### config.mk
export PLATFORM = sky130hd
export DESIGN_NAME = cp0_regfile_ext
export DESIGN_NICKNAME = d
export VERILOG_FILES = /design/src/rtl/cp0_regfile_ext_pkg.sv /design/src/rtl/cp0_regfile_ext_timer.sv /design/src/rtl/cp0_regfile_ext.sv
export SDC_FILE = /design/constraint.sdc
export NUM_CORES = 1
export LEC_CHECK = 0
export BUFFER_PORTS_ARGS = -buffer_cell sky130_fd_sc_hd__buf_2
export CAP_MARGIN = 10
export CORE_MARGIN = 8
export CORE_UTILIZATION = 45
export CTS_BUF_LIST = sky130_fd_sc_hd__clkbuf_2 sky130_fd_sc_hd__clkbuf_4 sky130_fd_sc_hd__clkbuf_8
export CTS_CLUSTER_DIAMETER = 200
export DETAILED_ROUTE_END_ITERATION = 7
export HOLD_SLACK_MARGIN = 0.05
export PLACE_DENSITY = 0.77
export SETUP_SLACK_MARGIN = 0.1
export SLEW_MARGIN = 20
export SYNTH_ARGS = -nofsm -noshare
export SYNTH_HDL_FRONTEND = slang
export SYNTH_HIERARCHICAL = 1
export SYNTH_SLANG_ARGS = --single-unit
### constraint.sdc
create_clock -name clk -period 3.8 [get_ports clk]
set_input_delay 0.57 -clock clk [delete_from_list [all_inputs] [get_ports clk]]
set_output_delay 0.57 -clock clk [all_outputs]
set_load 0.01 [all_outputs]
### src/rtl/cp0_regfile_ext_pkg.sv
// CP0 register numbers, exception codes and the EPC target helper shared by
// the CP0 register file and its users.
package cp0_defs;

  localparam logic [4:0] CR_BADVADDR = 5'd8;
  localparam logic [4:0] CR_COUNT    = 5'd9;
  localparam logic [4:0] CR_COMPARE  = 5'd11;
  localparam logic [4:0] CR_STATUS   = 5'd12;
  localparam logic [4:0] CR_CAUSE    = 5'd13;
  localparam logic [4:0] CR_EPC      = 5'd14;

  localparam logic [4:0] EX_INT  = 5'd0;
  localparam logic [4:0] EX_ADEL = 5'd4;
  localparam logic [4:0] EX_ADES = 5'd5;
  localparam logic [4:0] EX_SYS  = 5'd8;
  localparam logic [4:0] EX_BP   = 5'd9;
  localparam logic [4:0] EX_RI   = 5'd10;
  localparam logic [4:0] EX_OV   = 5'd12;

  // A delay-slot instruction restarts at its branch, one word earlier.
  function automatic logic [31:0] epc_target(input logic bd, input logic [31:0] pc);
    return bd ? (pc - 32'd4) : pc;
  endfunction

endpackage

### src/rtl/cp0_regfile_ext_timer.sv
// CP0 timer: Count prescaler, Count, Compare and the sticky timer interrupt.
module cp0_timer #(
  parameter int COUNT_DIV = 2
) (
  input  logic        clk,
  input  logic        resetn,
  input  logic        i_count_we,
  input  logic        i_compare_we,
  input  logic [31:0] i_wdata,
  output logic [31:0] o_count,
  output logic [31:0] o_compare,
  output logic        o_ti
);

  localparam logic [3:0] PRESC_MAX = 4'(COUNT_DIV - 1);

  logic [3:0]  r_presc;
  logic [31:0] r_count;
  logic [31:0] r_compare;
  logic        r_ti;
  logic        w_tick;
  logic [31:0] w_count_inc;

  assign w_tick      = (r_presc == PRESC_MAX);
  assign w_count_inc = r_count + 32'd1;

  always_ff @(posedge clk or negedge resetn) begin
    if (!resetn) begin
      r_presc <= '0;
      r_count <= '0;
    end else if (i_count_we) begin
      r_presc <= '0;
      r_count <= i_wdata;
    end else begin
      r_presc <= w_tick ? 4'd0 : r_presc + 4'd1;
      if (w_tick) r_count <= w_count_inc;
    end
  end

  // TI only fires on the increment into Compare, so a static match never sets it.
  always_ff @(posedge clk or negedge resetn) begin
    if (!resetn) begin
      r_compare <= '0;
      r_ti      <= 1'b0;
    end else if (i_compare_we) begin
      r_compare <= i_wdata;
      r_ti      <= 1'b0;
    end else if (w_tick && !i_count_we && (w_count_inc == r_compare)) begin
      r_ti      <= 1'b1;
    end
  end

  assign o_count   = r_count;
  assign o_compare = r_compare;
  assign o_ti      = r_ti;

endmodule

### src/rtl/cp0_regfile_ext.sv
// CP0 register file fed from WB: Status, Cause, EPC, BadVAddr, Count, Compare,
// synchronised external interrupts and the has_int / c0_epc redirect outputs.
module cp0_regfile_ext
  import cp0_defs::*;
#(
  parameter int N_EXT_INT   = 6,
  parameter int COUNT_DIV   = 2,
  parameter int SYNC_STAGES = 2
) (
  input  logic                 clk,
  input  logic                 resetn,
  input  logic                 mtc0_we,
  input  logic [7:0]           c0_addr,
  input  logic [31:0]          c0_wdata,
  input  logic                 wb_ex,
  input  logic                 wb_bd,
  input  logic [4:0]           wb_excode,
  input  logic [31:0]          wb_pc,
  input  logic [31:0]          wb_badvaddr,
  input  logic                 eret_flush,
  input  logic [N_EXT_INT-1:0] ext_int,
  output logic [31:0]          rdata,
  output logic [31:0]          c0_epc,
  output logic                 has_int
);

  logic [7:0]           r_im;
  logic                 r_exl;
  logic                 r_ie;
  logic                 r_bd;
  logic [4:0]           r_excode;
  logic [1:0]           r_ip_sw;
  logic [31:0]          r_epc;
  logic [31:0]          r_badvaddr;
  logic [N_EXT_INT-1:0] r_sync [SYNC_STAGES];
  logic [N_EXT_INT-1:0] r_ext_ip;

  logic [4:0]  w_reg;
  logic        w_mtc0;
  logic        w_count_we;
  logic        w_compare_we;
  logic [31:0] w_count;
  logic [31:0] w_compare;
  logic        w_ti;
  logic [5:0]  w_ext6;
  logic [7:0]  w_ip;
  logic [31:0] w_status;
  logic [31:0] w_cause;
  logic        w_unused_sel;

  assign w_reg        = c0_addr[7:3];
  assign w_unused_sel = ^c0_addr[2:0];
  assign w_mtc0       = mtc0_we & ~wb_ex & ~eret_flush;
  assign w_count_we   = w_mtc0 & (w_reg == CR_COUNT);
  assign w_compare_we = w_mtc0 & (w_reg == CR_COMPARE);

  cp0_timer #(
    .COUNT_DIV (COUNT_DIV)
  ) u_timer (
    .clk          (clk),
    .resetn       (resetn),
    .i_count_we   (w_count_we),
    .i_compare_we (w_compare_we),
    .i_wdata      (c0_wdata),
    .o_count      (w_count),
    .o_compare    (w_compare),
    .o_ti         (w_ti)
  );

  // SYNC_STAGES synchroniser flops, then the IP register itself.
  always_ff @(posedge clk or negedge resetn) begin
    if (!resetn) begin
      for (int i = 0; i < SYNC_STAGES; i++) r_sync[i] <= '0;
      r_ext_ip <= '0;
    end else begin
      r_sync[0] <= ext_int;
      for (int i = 1; i < SYNC_STAGES; i++) r_sync[i] <= r_sync[i-1];
      r_ext_ip <= r_sync[SYNC_STAGES-1];
    end
  end

  always_comb begin
    w_ext6 = '0;
    w_ext6[N_EXT_INT-1:0] = r_ext_ip;
  end

  assign w_ip = {w_ext6[5] | w_ti, w_ext6[4:0], r_ip_sw};

  always_ff @(posedge clk or negedge resetn) begin
    if (!resetn) begin
      r_im       <= '0;
      r_exl      <= 1'b0;
      r_ie       <= 1'b0;
      r_bd       <= 1'b0;
      r_excode   <= '0;
      r_ip_sw    <= '0;
      r_epc      <= '0;
      r_badvaddr <= '0;
    end else if (wb_ex) begin
      r_exl    <= 1'b1;
      r_excode <= wb_excode;
      // A nested exception keeps the outer return point.
      if (!r_exl) begin
        r_bd  <= wb_bd;
        r_epc <= epc_target(wb_bd, wb_pc);
      end
      if ((wb_excode == EX_ADEL) || (wb_excode == EX_ADES)) r_badvaddr <= wb_badvaddr;
    end else if (eret_flush) begin
      r_exl <= 1'b0;
    end else if (mtc0_we) begin
      case (w_reg)
        CR_STATUS: begin
          r_im  <= c0_wdata[15:8];
          r_exl <= c0_wdata[1];
          r_ie  <= c0_wdata[0];
        end
        CR_CAUSE: r_ip_sw <= c0_wdata[9:8];
        CR_EPC:   r_epc   <= c0_wdata;
        default: ;
      endcase
    end
  end

  assign w_status = {9'b0, 1'b1, 6'b0, r_im, 6'b0, r_exl, r_ie};
  assign w_cause  = {r_bd, w_ti, 14'b0, w_ip, 1'b0, r_excode, 2'b0};

  always_comb begin
    rdata = '0;
    case (w_reg)
      CR_BADVADDR: rdata = r_badvaddr;
      CR_COUNT:    rdata = w_count;
      CR_COMPARE:  rdata = w_compare;
      CR_STATUS:   rdata = w_status;
      CR_CAUSE:    rdata = w_cause;
      CR_EPC:      rdata = r_epc;
      default:     rdata = '0;
    endcase
  end

  assign c0_epc  = r_epc;
  assign has_int = (|(w_ip & r_im)) & r_ie & ~r_exl;

endmodule

==> impl_metrics.toml <==
[outcome]
outcome = "finished clean"

[yosys]
synth_nets = 1071
yosysUniqueCellTypes = 65
synth_edf_count = 0
netlist_area_sq_um = 9380
ys_async_sr_fraction_pct = 100
syn_avg_cell_area_sq_um = 9.92
syn_inst = 946
ys.flop_type = "dfrtp_1"
synth_warnings = 6
yosys_register_bits = 169
synth_seq_area_share_pct = 45.1

[power]
powerDensity_nw_per_um2 = 467
ir_worst_vdd_v = 0.000252
p_leak_nw = 4.87

[clock_network]
postCtsSetupBuffers = 0
clock_sinks = 169
cts_resized = 0
cts_made_buffers = 17
holdBufCountCts = 0
htree_levels = 4
clkTransAtPathRegs_ns = 0.10
cts-root-buf = "clkbuf_8"
cts_buffer_depth = 2
cts_tree = "done"
clock_latency_ns = 0.47

[placed_design]
gp_congestion = 0.921
io_buffers = 182
dpl.hpwl_mm = 23.3
place_area_sq_um = 10700
place_ws_ns = 0.536
placed_cells = 1370

[drt]
ant_nets = 0
routedWlPerCell_um = 21.9
drt_iter0_markers = 812
vias = 8382
vias_per_cell = 5.96
wl_mm = 30.9
drc_errors = 0
dr.pass1.iters = 6

[floorplan]
dieArea_sq_um = 25700
core_area_sq_um = 20800
fp.dieW_um = 160
die_h_um = 160
io_pins = 186
initial_core_util_pct = 45.2
fp-row-count = 53

[min_path]
hp-class = "primary input to async pin"

[worst_setup_path]
cp.required_ns = 4.18
worstSetupPathType = "register to register"
slowest_delay_ns = 0.66
critPathLaunchType = "register"
end_kind = "register"
ff2ff_path_depth = 7
r2r_start = "u_timer/o_count[0]$_DFFE_PN0P_"
crit_path_frequent_cell = "or4_1"
path_buf_inv = 0
crit_chain = "ha_1 -> nand3_2 -> or4_1 -> or4_1 -> or4_1 -> a32o_2 -> o32ai_2"
path_max_fanout = 8
cpMaxStageDelayCell = "or4_1"
crit_arrival_ns = 3.69
crit_family = "simple AND/OR/NAND/NOR gates"
worst_r2r_endpoint = "u_timer/o_ti$_DFFE_PN0P_"
reg2reg_slack_ns = 0.48
crit_start = "u_timer/o_count[0]$_DFFE_PN0P_"

[final_layout]
instances_no_fill = 1407
fill_cells = 1841
final_cell_mix = "buf_2 (181), dfrtp_1 (169), nand2_1 (123), mux2_2 (82), a22oi_1 (68)"
drive_gt1_share_pct = 31.9
stdcell_area_sq_um = 11200
nets = 1239
area_delta_synth_final_pct = 19.0
final_common_cell = "buf_2"

[global_routing]
overflow = 0
antenna_found_initial = 8
grt_pass1_vias = 8614
grt_pass1_wl_mm = 48.2
grt_max_degree = 72
groute.usage.overall_pct = 23.7

[sta]
skew_ns = 0.0107
drv_slew = 0
post-route-min-period_ns = 3.32
hold_viol = 0
period_share_pct = 87.3
setup_ws_ns = 0.482
max_freq_ghz = 0.301
tightest_slew_ns = 1.04
rsz0062_at_grt = "false"
max_slew_margin_pct = 30.7
setup_viol = 0
tns_ns = 0

[run]
drv_cap = 0
state kept, by name (all words and copies together) (netlist names):
signal,cells
r_excode,5
r_exl,1
r_ext_ip,6
r_sync,12
r_ip_sw,2
r_badvaddr,32
r_im,8
u_timer/r_presc,4
u_timer/o_ti,1
c0_epc,32
u_timer/o_compare,32
r_bd,1
r_ie,1
u_timer/o_count,32
cells in the mapped netlist, types with 4 or more instances:
master / n / share of area (%)
a222oi_1: 5 / 0.53
nor4_1: 22 / 1.5
nand4_1: 17 / 1.1
mux2i_1: 13 / 1.4
nor4b_1: 4 / 0.37
buf_2: 9 / 0.48
inv_1: 11 / 0.44
xor2_1: 33 / 3.1
a22oi_1: 68 / 5.4
nor2_1: 38 / 1.5
or3_1: 9 / 0.60
mux2_2: 82 / 9.8
clkbuf_1: 48 / 1.9
ha_1: 4 / 0.53
or2_2: 7 / 0.47
or4_1: 6 / 0.48
dfrtp_1: 169 / 45
nand2_1: 123 / 4.9
a21oi_1: 11 / 0.59
o21ai_0: 57 / 3.0
xnor2_1: 65 / 6.1
nor3_1: 33 / 1.8
and3_1: 5 / 0.33
o31ai_1: 4 / 0.32
o221ai_1: 7 / 0.65
nand3_1: 32 / 1.7
kinds of logic (layout without fill, tap and decap cells):
group	count (synthesis)	in the layout	share of synthesized area (%)
and+or+nand+nor	325	325	17.5
AOI/OAI and AO/OA	183	183	13.4
DFF	169	169	45.1
xor gates and xnor gates	98	98	9.15
muxes	95	95	11.2
buffers and inverters	72	253	3.08
adders and majority gates	4	4	0.533
other	0	5	0
worst reg2reg max path, stage by stage, from the launching register on:
cell and delay, ns:
dfrtp_1 0.48, ha_1 0.29, nand3_2 0.15, or4_1 0.61
or4_1 0.66, or4_1 0.52, a32o_2 0.28, o32ai_2 0.24
metrics by stage:
stage	utilization, %	hold slack [ns]	power (mW)
floorplan	-	0.274	3.17
global placement	51.4	0.332	3.61
detailed placement	51.4	0.335	3.67
CTS	53.7	0.125	5.21
global route	53.8	0.147	5.45
finish	53.8	0.105	5.22
power breakdown:
part / internal [mW] / total, mW / switching (mW)
clock: 0.821 / 1.55 / 0.733
sequential: 2.09 / 2.49 / 0.395
combinational: 0.549 / 1.18 / 0.628
how the worst max path moves through the flow:
stage | to | cells after the start
after floorplan | u_timer/o_ti$_DFFE_PN0P_ | 9
after global placement | u_timer/o_ti$_DFFE_PN0P_ | 7
after detailed placement | u_timer/o_ti$_DFFE_PN0P_ | 7
after CTS | u_timer/o_ti$_DFFE_PN0P_ | 7
after global routing | u_timer/o_ti$_DFFE_PN0P_ | 7
final | u_timer/o_ti$_DFFE_PN0P_ | 7
layer usage:
layer  part of all wire (%)  GRT usage, %  vias to the layer above
li1                       -             -                     3801
met1                     41          29.1                     4140
met2                     48          38.1                      365
met3                    7.4          6.07                       70
met4                    3.2          11.6                        6
met5                   0.10             0                        -
final cells by class:
type | count | area (sq um) | share of cell area (%)
clock buffers | 18 | 248 | 2.22
flip-flops and latches | 169 | 4230 | 37.9
repair buffers | 210 | 1140 | 10.2
diodes | 5 | 12.5 | 0.112
inverters | 11 | 41.3 | 0.370
multi-input cells | 705 | 4920 | 44.0
clock inverters | 14 | 234 | 2.10
well taps | 275 | 344 | 3.08
Power figures use the tool's default switching activity.
